[src/rtl/riscv_ctrl_pkg.sv]
// Shared definitions for the multicycle RV32I control path: FSM states,
// opcode values, datapath select encodings and the post-decode state lookup.
package riscv_ctrl_pkg;

    typedef enum logic [3:0] {
        S_FETCH,
        S_DECODE,
        S_MEMADR,
        S_MEMREAD,
        S_MEMWB,
        S_MEMWRITE,
        S_EXECR,
        S_EXECI,
        S_ALUWB,
        S_BRANCH,
        S_JAL,
        S_TRAP
    } state_e;

    // Class of ALU operation requested by the FSM; FUNCT defers to funct3/funct7.
    typedef enum logic [1:0] {
        ALUOP_ADD,
        ALUOP_SUB,
        ALUOP_FUNCT
    } aluop_e;

    localparam logic [6:0] OP_LOAD   = 7'b0000011;
    localparam logic [6:0] OP_STORE  = 7'b0100011;
    localparam logic [6:0] OP_RTYPE  = 7'b0110011;
    localparam logic [6:0] OP_ITYPE  = 7'b0010011;
    localparam logic [6:0] OP_BRANCH = 7'b1100011;
    localparam logic [6:0] OP_JAL    = 7'b1101111;

    localparam logic [3:0] ALU_ADD  = 4'b0000;
    localparam logic [3:0] ALU_SUB  = 4'b0001;
    localparam logic [3:0] ALU_AND  = 4'b0010;
    localparam logic [3:0] ALU_OR   = 4'b0011;
    localparam logic [3:0] ALU_XOR  = 4'b0100;
    localparam logic [3:0] ALU_SLT  = 4'b0101;
    localparam logic [3:0] ALU_SLL  = 4'b0110;
    localparam logic [3:0] ALU_SRL  = 4'b0111;
    localparam logic [3:0] ALU_SRA  = 4'b1000;
    localparam logic [3:0] ALU_SLTU = 4'b1001;

    localparam logic [1:0] IMM_I = 2'b00;
    localparam logic [1:0] IMM_S = 2'b01;
    localparam logic [1:0] IMM_B = 2'b10;
    localparam logic [1:0] IMM_J = 2'b11;

    localparam logic [1:0] RES_ALUOUT    = 2'b00;
    localparam logic [1:0] RES_DATA      = 2'b01;
    localparam logic [1:0] RES_ALURESULT = 2'b10;

    localparam logic [1:0] SRCA_PC    = 2'b00;
    localparam logic [1:0] SRCA_OLDPC = 2'b01;
    localparam logic [1:0] SRCA_RS1   = 2'b10;

    localparam logic [1:0] SRCB_RS2  = 2'b00;
    localparam logic [1:0] SRCB_IMM  = 2'b01;
    localparam logic [1:0] SRCB_FOUR = 2'b10;

    // State following DECODE for a given opcode; unknown opcodes either park
    // in TRAP or fall back to FETCH as a NOP.
    function automatic state_e decode_next(input logic [6:0] op, input logic trap_on_illegal);
        case (op)
            OP_LOAD, OP_STORE: return S_MEMADR;
            OP_RTYPE:          return S_EXECR;
            OP_ITYPE:          return S_EXECI;
            OP_BRANCH:         return S_BRANCH;
            OP_JAL:            return S_JAL;
            default:           return trap_on_illegal ? S_TRAP : S_FETCH;
        endcase
    endfunction

endpackage

[src/rtl/alu_decoder.sv]
// Combinational ALU operation decoder: maps the FSM's ALU operation class and
// the instruction's funct3/funct7b5/op[5] fields onto the 4-bit ALUControl.
module alu_decoder
    import riscv_ctrl_pkg::*;
(
    input  aluop_e     aluop,
    input  logic [2:0] funct3,
    input  logic       funct7b5,
    input  logic       op5,
    output logic [3:0] alu_control
);

    // Select the ALU operation; op5 separates R-type (SUB possible) from addi.
    always_comb begin
        // NOTE: a default ahead of the case keeps every path assigned, so no latch is inferred.
        alu_control = ALU_ADD;
        case (aluop)
            ALUOP_ADD: alu_control = ALU_ADD;
            ALUOP_SUB: alu_control = ALU_SUB;
            ALUOP_FUNCT: begin
                case (funct3)
                    3'b000:  alu_control = (op5 && funct7b5) ? ALU_SUB : ALU_ADD;
                    3'b001:  alu_control = ALU_SLL;
                    3'b010:  alu_control = ALU_SLT;
                    3'b011:  alu_control = ALU_SLTU;
                    3'b100:  alu_control = ALU_XOR;
                    3'b101:  alu_control = funct7b5 ? ALU_SRA : ALU_SRL;
                    3'b110:  alu_control = ALU_OR;
                    default: alu_control = ALU_AND;
                endcase
            end
            default: alu_control = ALU_ADD;
        endcase
    end

endmodule

[src/rtl/multicycle_controller.sv]
// Main control FSM for the multicycle RV32I datapath. Sequences fetch,
// decode, address generation, execute, memory access and write-back over the
// shared ALU and unified memory port, stalling on MemReady.
module multicycle_controller
    import riscv_ctrl_pkg::*;
#(
    parameter bit          RESET_STATE_TRAP = 1'b0,
    parameter int unsigned MEM_TIMEOUT      = 0
) (
    input  logic       clk,
    input  logic       reset,
    input  logic [6:0] op,
    input  logic [2:0] funct3,
    input  logic       funct7b5,
    input  logic       Zero,
    input  logic       MemReady,
    output logic       MemReq,
    output logic       MemWrite,
    output logic       AdrSrc,
    output logic       IRWrite,
    output logic       PCWrite,
    output logic       RegWrite,
    output logic [1:0] ResultSrc,
    output logic [1:0] ALUSrcA,
    output logic [1:0] ALUSrcB,
    output logic [1:0] ImmSrc,
    output logic [3:0] ALUControl,
    output logic       Illegal
);

    localparam int unsigned     CNT_W        = (MEM_TIMEOUT > 1) ? $clog2(MEM_TIMEOUT + 1) : 1;
    localparam logic [CNT_W-1:0] TIMEOUT_LAST = CNT_W'(MEM_TIMEOUT - 1);

    state_e           state;
    logic             jal_path;
    logic [CNT_W-1:0] wait_cnt;
    aluop_e           aluop;
    logic [3:0]       alu_ctrl;
    logic             mem_state;
    logic             timeout_hit;
    logic             branch_legal;
    logic             branch_taken;

    alu_decoder u_alu_decoder (
        .aluop       (aluop),
        .funct3      (funct3),
        .funct7b5    (funct7b5),
        .op5         (op[5]),
        .alu_control (alu_ctrl)
    );

    // States that hold a memory request open and may stall on MemReady.
    assign mem_state    = (state == S_FETCH) || (state == S_MEMREAD) || (state == S_MEMWRITE);
    // Fires on the wait cycle that would bring the stall count to MEM_TIMEOUT.
    assign timeout_hit  = (MEM_TIMEOUT != 0) && mem_state && !MemReady && (wait_cnt == TIMEOUT_LAST);
    assign branch_legal = (funct3 == 3'b000) || (funct3 == 3'b001);
    assign branch_taken = (funct3 == 3'b000) ? Zero :
                          (funct3 == 3'b001) ? ~Zero : 1'b0;

    // State register, JAL-path flag and memory stall counter.
    always_ff @(posedge clk) begin
        if (!reset) begin
            // Reset wins over everything, including a MemReady arriving mid-access.
            state    <= S_FETCH;
            wait_cnt <= '0;
            jal_path <= 1'b0;
        end else begin
            // NOTE: sequential state uses non-blocking assignments so every register samples pre-edge values.
            if (mem_state && !MemReady) wait_cnt <= wait_cnt + 1'b1;
            else                        wait_cnt <= '0;

            case (state)
                S_FETCH: begin
                    if (timeout_hit)   state <= S_TRAP;
                    else if (MemReady) state <= S_DECODE;
                end
                S_DECODE:  state <= decode_next(op, RESET_STATE_TRAP);
                S_MEMADR:  state <= op[5] ? S_MEMWRITE : S_MEMREAD;
                S_MEMREAD: begin
                    if (timeout_hit)   state <= S_TRAP;
                    else if (MemReady) state <= S_MEMWB;
                end
                S_MEMWB:   state <= S_FETCH;
                S_MEMWRITE: begin
                    if (timeout_hit)   state <= S_TRAP;
                    else if (MemReady) state <= S_FETCH;
                end
                S_EXECR, S_EXECI: state <= S_ALUWB;
                S_ALUWB: begin
                    state    <= S_FETCH;
                    jal_path <= 1'b0;
                end
                S_BRANCH: begin
                    if (!branch_legal && RESET_STATE_TRAP) state <= S_TRAP;
                    else                                   state <= S_FETCH;
                end
                S_JAL: begin
                    state    <= S_ALUWB;
                    jal_path <= 1'b1;
                end
                S_TRAP:  state <= S_TRAP;
                default: state <= S_FETCH;
            endcase
        end
    end

    // Moore decode of the datapath controls; everything is forced low while reset is held.
    always_comb begin
        MemReq    = 1'b0;
        MemWrite  = 1'b0;
        AdrSrc    = 1'b0;
        IRWrite   = 1'b0;
        PCWrite   = 1'b0;
        RegWrite  = 1'b0;
        ResultSrc = RES_ALUOUT;
        ALUSrcA   = SRCA_PC;
        ALUSrcB   = SRCB_RS2;
        ImmSrc    = IMM_I;
        Illegal   = 1'b0;
        aluop     = ALUOP_ADD;

        case (state)
            S_FETCH: begin
                MemReq    = 1'b1;
                ALUSrcB   = SRCB_FOUR;
                ResultSrc = RES_ALURESULT;
                IRWrite   = MemReady;
                PCWrite   = MemReady;
            end
            S_DECODE: begin
                ALUSrcA = SRCA_OLDPC;
                ALUSrcB = SRCB_IMM;
                ImmSrc  = IMM_B;
            end
            S_MEMADR: begin
                ALUSrcA = SRCA_RS1;
                ALUSrcB = SRCB_IMM;
                ImmSrc  = op[5] ? IMM_S : IMM_I;
            end
            S_MEMREAD: begin
                MemReq = 1'b1;
                AdrSrc = 1'b1;
            end
            S_MEMWB: begin
                ResultSrc = RES_DATA;
                RegWrite  = 1'b1;
            end
            S_MEMWRITE: begin
                MemReq   = 1'b1;
                MemWrite = 1'b1;
                AdrSrc   = 1'b1;
            end
            S_EXECR: begin
                ALUSrcA = SRCA_RS1;
                ALUSrcB = SRCB_RS2;
                aluop   = ALUOP_FUNCT;
            end
            S_EXECI: begin
                ALUSrcA = SRCA_RS1;
                ALUSrcB = SRCB_IMM;
                aluop   = ALUOP_FUNCT;
            end
            S_ALUWB: begin
                RegWrite = 1'b1;
                if (jal_path) begin
                    // Link value OldPC+4 is recomputed this cycle and taken straight from the ALU.
                    ALUSrcA   = SRCA_OLDPC;
                    ALUSrcB   = SRCB_FOUR;
                    ResultSrc = RES_ALURESULT;
                end
            end
            S_BRANCH: begin
                ALUSrcA = SRCA_RS1;
                ALUSrcB = SRCB_RS2;
                aluop   = ALUOP_SUB;
                PCWrite = branch_taken;
            end
            S_JAL: begin
                ALUSrcA = SRCA_OLDPC;
                ALUSrcB = SRCB_FOUR;
                PCWrite = 1'b1;
            end
            S_TRAP:  Illegal = 1'b1;
            default: Illegal = 1'b0;
        endcase

        ALUControl = alu_ctrl;

        if (!reset) begin
            MemReq     = 1'b0;
            MemWrite   = 1'b0;
            AdrSrc     = 1'b0;
            IRWrite    = 1'b0;
            PCWrite    = 1'b0;
            RegWrite   = 1'b0;
            ResultSrc  = 2'b00;
            ALUSrcA    = 2'b00;
            ALUSrcB    = 2'b00;
            ImmSrc     = 2'b00;
            ALUControl = 4'b0000;
            Illegal    = 1'b0;
        end
    end

endmodule

[config.mk]
export PLATFORM = sky130hd
export DESIGN_NAME = multicycle_controller
export DESIGN_NICKNAME = d
export VERILOG_FILES = /design/src/rtl/riscv_ctrl_pkg.sv /design/src/rtl/alu_decoder.sv /design/src/rtl/multicycle_controller.sv
export SDC_FILE = /design/constraint.sdc
export NUM_CORES = 1
export LEC_CHECK = 0
export ABC_AREA = 0
export CAP_MARGIN = 20
export CORE_UTILIZATION = 38
export DETAILED_ROUTE_END_ITERATION = 10
export PLACE_DENSITY = 0.78
export SYNTH_ARGS = -nofsm -noshare
export SYNTH_HDL_FRONTEND = slang
export SYNTH_HIERARCHICAL = 1
export SYNTH_SLANG_ARGS = --single-unit
[constraint.sdc]
create_clock -name clk -period 1.7 [get_ports clk]
set_input_delay 0.17 -clock clk [delete_from_list [all_inputs] [get_ports clk]]
set_output_delay 0.17 -clock clk [all_outputs]
set_load 0.02 [all_outputs]
==> flow_summary.toml, run 1 <==
[power_and_ir_drop]
power.total_uw = 505.4
irDropWorstVdd_mv = 0.5002
cellLeakagePower_uw = 0.0006583
powerDensity_nw_per_um2 = 317.0

[critical_path]
worstPathMaxFanout = 4
slowest_stage = "dfxtp_2"
crit_required_ps = 1530
critPathLaunchType = "flip-flop"
ff2ff_setup_slack_ps = 50
crit_chain = "nand2b_4 > nor3_4 > buf_4 > ha_4 > a311oi_2 > a211oi_2 > and2_4 > buf_6"
critical_path_buf_inv_count = 2
crit_type = "flip-flop to output pin"
critPathTopFamily = "simple AND/OR/NAND/NOR gates"
cp-end-kind = "output pin"
cp_data_arrival_time_ps = 1810
crit_path_max_incr_delay_ps = 340

[yosys]
synth_edf_count = 0
synth_top_flop_cell = "dfxtp_1"
syn-instance-count = 118
synth_top_family_by_area = "simple AND/OR/NAND/NOR gates"
synth-simple-area-share_pct = 45.10
synth_adder_area_share_pct = 3.017
ys_seq_elements = 5
ys.warnings.count = 6
syn_area_um2 = 829.5
syn-num-nets = 135
synth_area_per_cell_um2 = 7.030
synth_xor_area_share_pct = 3.167
async_reset_ff_share_pct = 0
synth_mux_area_share_pct = 0
synth-seq-area-share_pct = 12.07
synth_cell_types = 46
synth_compound_area_share_pct = 28.81

[sta]
slew_violations = 0
hold_violations = 0
max_freq_mhz = 506.3
max_slew_margin_pct = 78.66
worst_slew_pin_slew_ps = 320.2
rsz0062_at_grt = "true"
post-route-period-util_pct = 116.2
min_period_ps = 1975
fin_worst_skew_ps = 2.700
whs_ps = 528.8
finalSetupViolCount = 5
setup_slack_ps = -275.3

[detailed_routing]
antenna_left = 0
avgRoutedWirePerCell_um = 17.01
drt_wl_total_um = 3607
dr.pass1.iters = 4
drc = 0
viasPerCell = 5.642
drt_iter0_markers = 42
routed-via-count = 1196

[clocking]
h-tree-depth = 1
cts-root-buf = "clkbuf_4"
cts_tree = "done"
cts_buffer_depth = 2
cts_buffers = 3
path_clk_slew_ps = 50
postCtsHoldBufs = 0
clkSinkCount = 5
insertion_delay_ps = 240

[layout]
postLayoutCellArea_um2 = 1594
final_cell_mix = "34 x buf_4, 12 x clkdlybuf4s50_1, 10 x buf_6"
final_net_count = 203
fillCellCount = 128
final_common_cell = "buf_4"
area_growth_pct = 92.16
multiInputGateArea_um2 = 815.8
n_antenna_cell = 0
drive_gt1_share_pct = 48.65
ff_latch_area_um2 = 110.1

[grt]
grt_pass1_vias = 1214
grt_start_max_net_pins = 12
gr-total-overflow = 0
grt_pass1_wl_um = 5589
antenna_found_initial = 0
grtUsageTotal_pct = 29.55

[die]
ioPinCount = 34
die_height_um = 48.72
start_util_pct = 41.44
rows = 16
die_area_um2 = 2374
core_area_um2 = 2002
fp.dieW_um = 48.72

[hold_path]
hold_path.class = "flip-flop to flip-flop"

[run_status]
violations = "setup timing"
status = "finished, violations left"

[run]
maxCapViolations = 0

[placed_design]
dp_slack_ps = -530.7
routabilityCongestion = 0.8426
hpwl_um = 2138
port_buffers = 33
place_area_um2 = 1360
[registers in the layout (all words and copies together), names as in the netlist]
signal	flops
jal_path	1
state	4
[timing repair]
action,4_1_cts,5_1_grt
gates resized for setup,98,29
cloned,0,0
setup buffers,11,0
setup endpoints to repair,19,19
pin swaps,9,5
[tightest hold or removal path, delay by kind of cell, from the launching register on]
family	cells	cell delay (ps)
AOI/OAI and AO/OA	2	150
DFF	1	330
[final cells by class]
type	count	area share, %
Tap cell	27	2.119
Clock buffer	4	1.648
Multi-Input combinational cell	100	51.18
Inverter	6	1.570
Timing Repair Buffer	70	36.58
Sequential cell	5	6.907
[metal layers]
metal	vias up	GRT usage (%)	wire [um]
met1	568	36.62	1586
met2	56	53.70	1754
met3	11	4.088	180
li1	561	-	-
met5	-	0	0
met4	0	5.882	86
[cell families (layout without fill, tap and decap cells)]
kind of cell / after synthesis / in the layout
compound gates: 33 / 33
xor+xnor: 3 / 3
fa+ha+maj: 2 / 2
buf+inv: 13 / 80
flops: 5 / 5
simple gates: 62 / 62
[cell usage after synthesis (all sizes together) (2+ instances only)]
cell type | number | area [um2]
nand3b | 2 | 15.01
dfxtp | 5 | 100.1
nand2 | 8 | 30.03
and2 | 5 | 31.28
or3 | 2 | 12.51
and3 | 2 | 12.51
nor3 | 7 | 35.03
o21ai | 3 | 15.01
xnor2 | 3 | 26.28
inv | 6 | 22.52
o32ai | 3 | 33.79
o21a | 4 | 30.03
buf | 6 | 38.79
nor2b | 3 | 26.27
nand2b | 10 | 62.56
a21boi | 2 | 15.02
o22a | 2 | 17.52
nor2 | 11 | 48.80
a21oi | 10 | 50.05
nand3 | 4 | 20.02
ha | 2 | 25.02
[worst paths after layout]
kind                    startpoint                     to  cells after the start
min          jal_path$_SDFFE_PN0P_  jal_path$_SDFFE_PN0P_                      2
min reg2reg  jal_path$_SDFFE_PN0P_  jal_path$_SDFFE_PN0P_                      2
max          state[2]$_SDFFE_PN0P_          ALUControl[0]                      8
max reg2reg  state[0]$_SDFFE_PN0P_  state[0]$_SDFFE_PN0P_                      7
[stage by stage]
step	TNS [ps]	std cells	utilization, %
finish	-876.1	212	79.63
global route	-1194	212	79.63
CTS	-676.1	212	78.00
detailed placement	-5902	197	67.94
global placement	-5111	197	67.94
floorplan	0	118	-
[where the power goes]
group	switching (uW)	internal (uW)	leakage (uW)	total, uW
Combinational	118	125	0.000600	243
Clock	51.0	88.9	0.0000150	140
Sequential	4.21	118	0.0000430	123
Total	173	332	0.000658	505
(Power assumes the default switching activity.)
==> inputs of run 2 (changes only) <==
--- a/config.mk
+++ b/config.mk
@@ -9,6 +9,7 @@
 export CAP_MARGIN = 20
 export CORE_UTILIZATION = 38
 export DETAILED_ROUTE_END_ITERATION = 10
+export GPL_ROUTABILITY_DRIVEN = 0
 export PLACE_DENSITY = 0.78
 export SYNTH_ARGS = -nofsm -noshare
 export SYNTH_HDL_FRONTEND = slang
==> flow_summary.toml, run 2 (synthesized netlist as in run 1, its figures left out) <==
[layout]
top_regs = "state (4), jal_path (1)"
final_cell_mix = "34 x buf_4, 14 x clkdlybuf4s50_1, 13 x buf_6"
n_antenna_cell = 0
postLayoutCellArea_um2 = 1605
top_register = "state"
final_common_cell = "buf_4"
drive_gt1_share_pct = 49.46
final_net_count = 204
fin_util_pct = 80.19
area_growth_pct = 93.51
largest_reg_flops = 4
fillCellCount = 138

[critical_path]
critical_path_buf_inv_count = 3
crit_chain = "inv_1 > nor3_4 > buf_6 > ha_4 > nand4b_1 > a21oi_1 > and2_2 > buf_6"
crit_required_ps = 1530
cp-end-kind = "output pin"
critPathTopFamily = "simple AND/OR/NAND/NOR gates"
cp_common_cell = "buf_6"
crit_path_max_incr_delay_ps = 350
cp_data_arrival_time_ps = 1770
crit_type = "flip-flop to output pin"
worstPathMaxFanout = 4
slowest_stage = "dfxtp_2"
critPathLaunchType = "flip-flop"

[detailed_routing]
drt_wl_total_um = 3601
avgRoutedWirePerCell_um = 16.91
drt_iter0_markers = 33
drc = 0
routed-via-count = 1197
dr.pass1.iters = 4
antenna_left = 0
viasPerCell = 5.620

[grt]
grt_start_max_net_pins = 16
antenna_found_initial = 0
grt_pass1_vias = 1158
grt_pass1_wl_um = 5382
gr-total-overflow = 0
grtUsageTotal_pct = 29.31

[power_and_ir_drop]
irDropWorstVdd_mv = 0.4458
switchingPower_uw = 167.0
cellLeakagePower_uw = 0.0006363
intPower_uw = 329.1
powerDensity_nw_per_um2 = 309.1
p_seq_share_pct = 24.8
combPwrFrac_pct = 47.9
pwr-share-clk_pct = 27.3
switching_share_pct = 33.66

[sta]
max_slew_margin_pct = 79.89
hold_violations = 0
timing.setup.tns_ps = -923.0
worst_slew_pin_slew_ps = 300.8
slew_violations = 0
min_period_ps = 1939
max_freq_mhz = 515.8
whs_ps = 534.2
post-route-period-util_pct = 114.1
fin_worst_skew_ps = 4.192
setup_slack_ps = -238.9
finalSetupViolCount = 8
rsz0062_at_grt = "true"

[die]
ioPinCount = 34
die_area_um2 = 2374
start_util_pct = 41.44
core_area_um2 = 2002
die_height_um = 48.72
rows = 16
fp.dieW_um = 48.72

[clocking]
cts_buffers = 3
clkSinkCount = 5
path_clk_slew_ps = 40
cts_tree = "done"
insertion_delay_ps = 240
h-tree-depth = 1
cts_buffer_depth = 2
cts-root-buf = "clkbuf_4"

[hold_path]
hold_path.class = "flip-flop to flip-flop"

[placed_design]
port_buffers = 33
place_area_um2 = 1368
dp_slack_ps = -501.5
hpwl_um = 2144

[run_status]
status = "finished, violations left"
violations = "setup timing"

[run]
maxCapViolations = 0
run 2: changes by cell type in the layout (fill, tap and decap cells not counted), moves of 2 or more:
cell	previous run	this run
buf_6	10	13
nand2b_4	3	1
nor3_2	2	0
inv_2	1	3
buf_2	7	3
o32ai_2	1	3
dlygate4sd2_1	2	0
clkdlybuf4s50_1	12	14
run 2: per-layer routing:
metal | share of wire (%) | GRT usage (%) | wire length [um] | vias to the layer above
li1 | - | - | - | 566
met1 | 43 | 34.78 | 1534 | 570
met2 | 52 | 53.01 | 1861 | 54
met3 | 3.9 | 4.088 | 141 | 7
met4 | 1.7 | 10.29 | 63 | 0
met5 | 0 | 0 | 0 | -
run 2: through the flow:
stage / total power, uW / cells
2_1_floorplan: 221.1 / 118
3_3_place_gp: 323.3 / 198
3_5_place_dp: 328.2 / 198
4_1_cts: 474.1 / 209
5_1_grt: 518.0 / 213
6_report: 496.1 / 213
run 2: worst paths after layout:
kind | slack, ps | to | start | depth (start not counted)
max | -240 | ALUControl[2] | state[2]$_SDFFE_PN0P_ | 8
min reg2reg | 530 | jal_path$_SDFFE_PN0P_ | jal_path$_SDFFE_PN0P_ | 2
max reg2reg | -30 | state[0]$_SDFFE_PN0P_ | state[3]$_SDFFE_PN0P_ | 8
min | 530 | jal_path$_SDFFE_PN0P_ | jal_path$_SDFFE_PN0P_ | 2
run 2: what timing repair did:
item                       in CTS  in global routing
pin swaps                       9                  7
setup endpoints to repair      19                 15
setup buffers                   7                  5
resized for setup              96                 31
hold buffers                    0                  0
run 2: power by group through the flow:
| stage | Combinational [uW] | Sequential (uW) | Clock (uW) |
|---|---|---|---|
| after floorplan | 96.9 | 124 | 0 |
| after detailed placement | 204 | 124 | 0 |
| after global placement | 200 | 124 | 0 |
| after global routing | 252 | 123 | 144 |
| after CTS | 210 | 124 | 140 |
| final | 238 | 123 | 135 |
run 2: worst reg2reg max path, stage by stage (launching register included):
cell	delay [ps]
dfxtp_2	320
buf_6	120
buf_6	110
buf_4	150
nor2b_4	160
buf_4	140
nand4_4	130
o32ai_2	330
a32o_1	210
run 2: cell type report:
type	count	area [um2]	share of cell area [%]
repair buffers	71	613.1	38.19
well taps	27	33.78	2.104
inverters	6	22.52	1.403
flip-flops and latches	5	107.6	6.703
multi-input cells	100	802.0	49.96
clock buffers	4	26.28	1.637
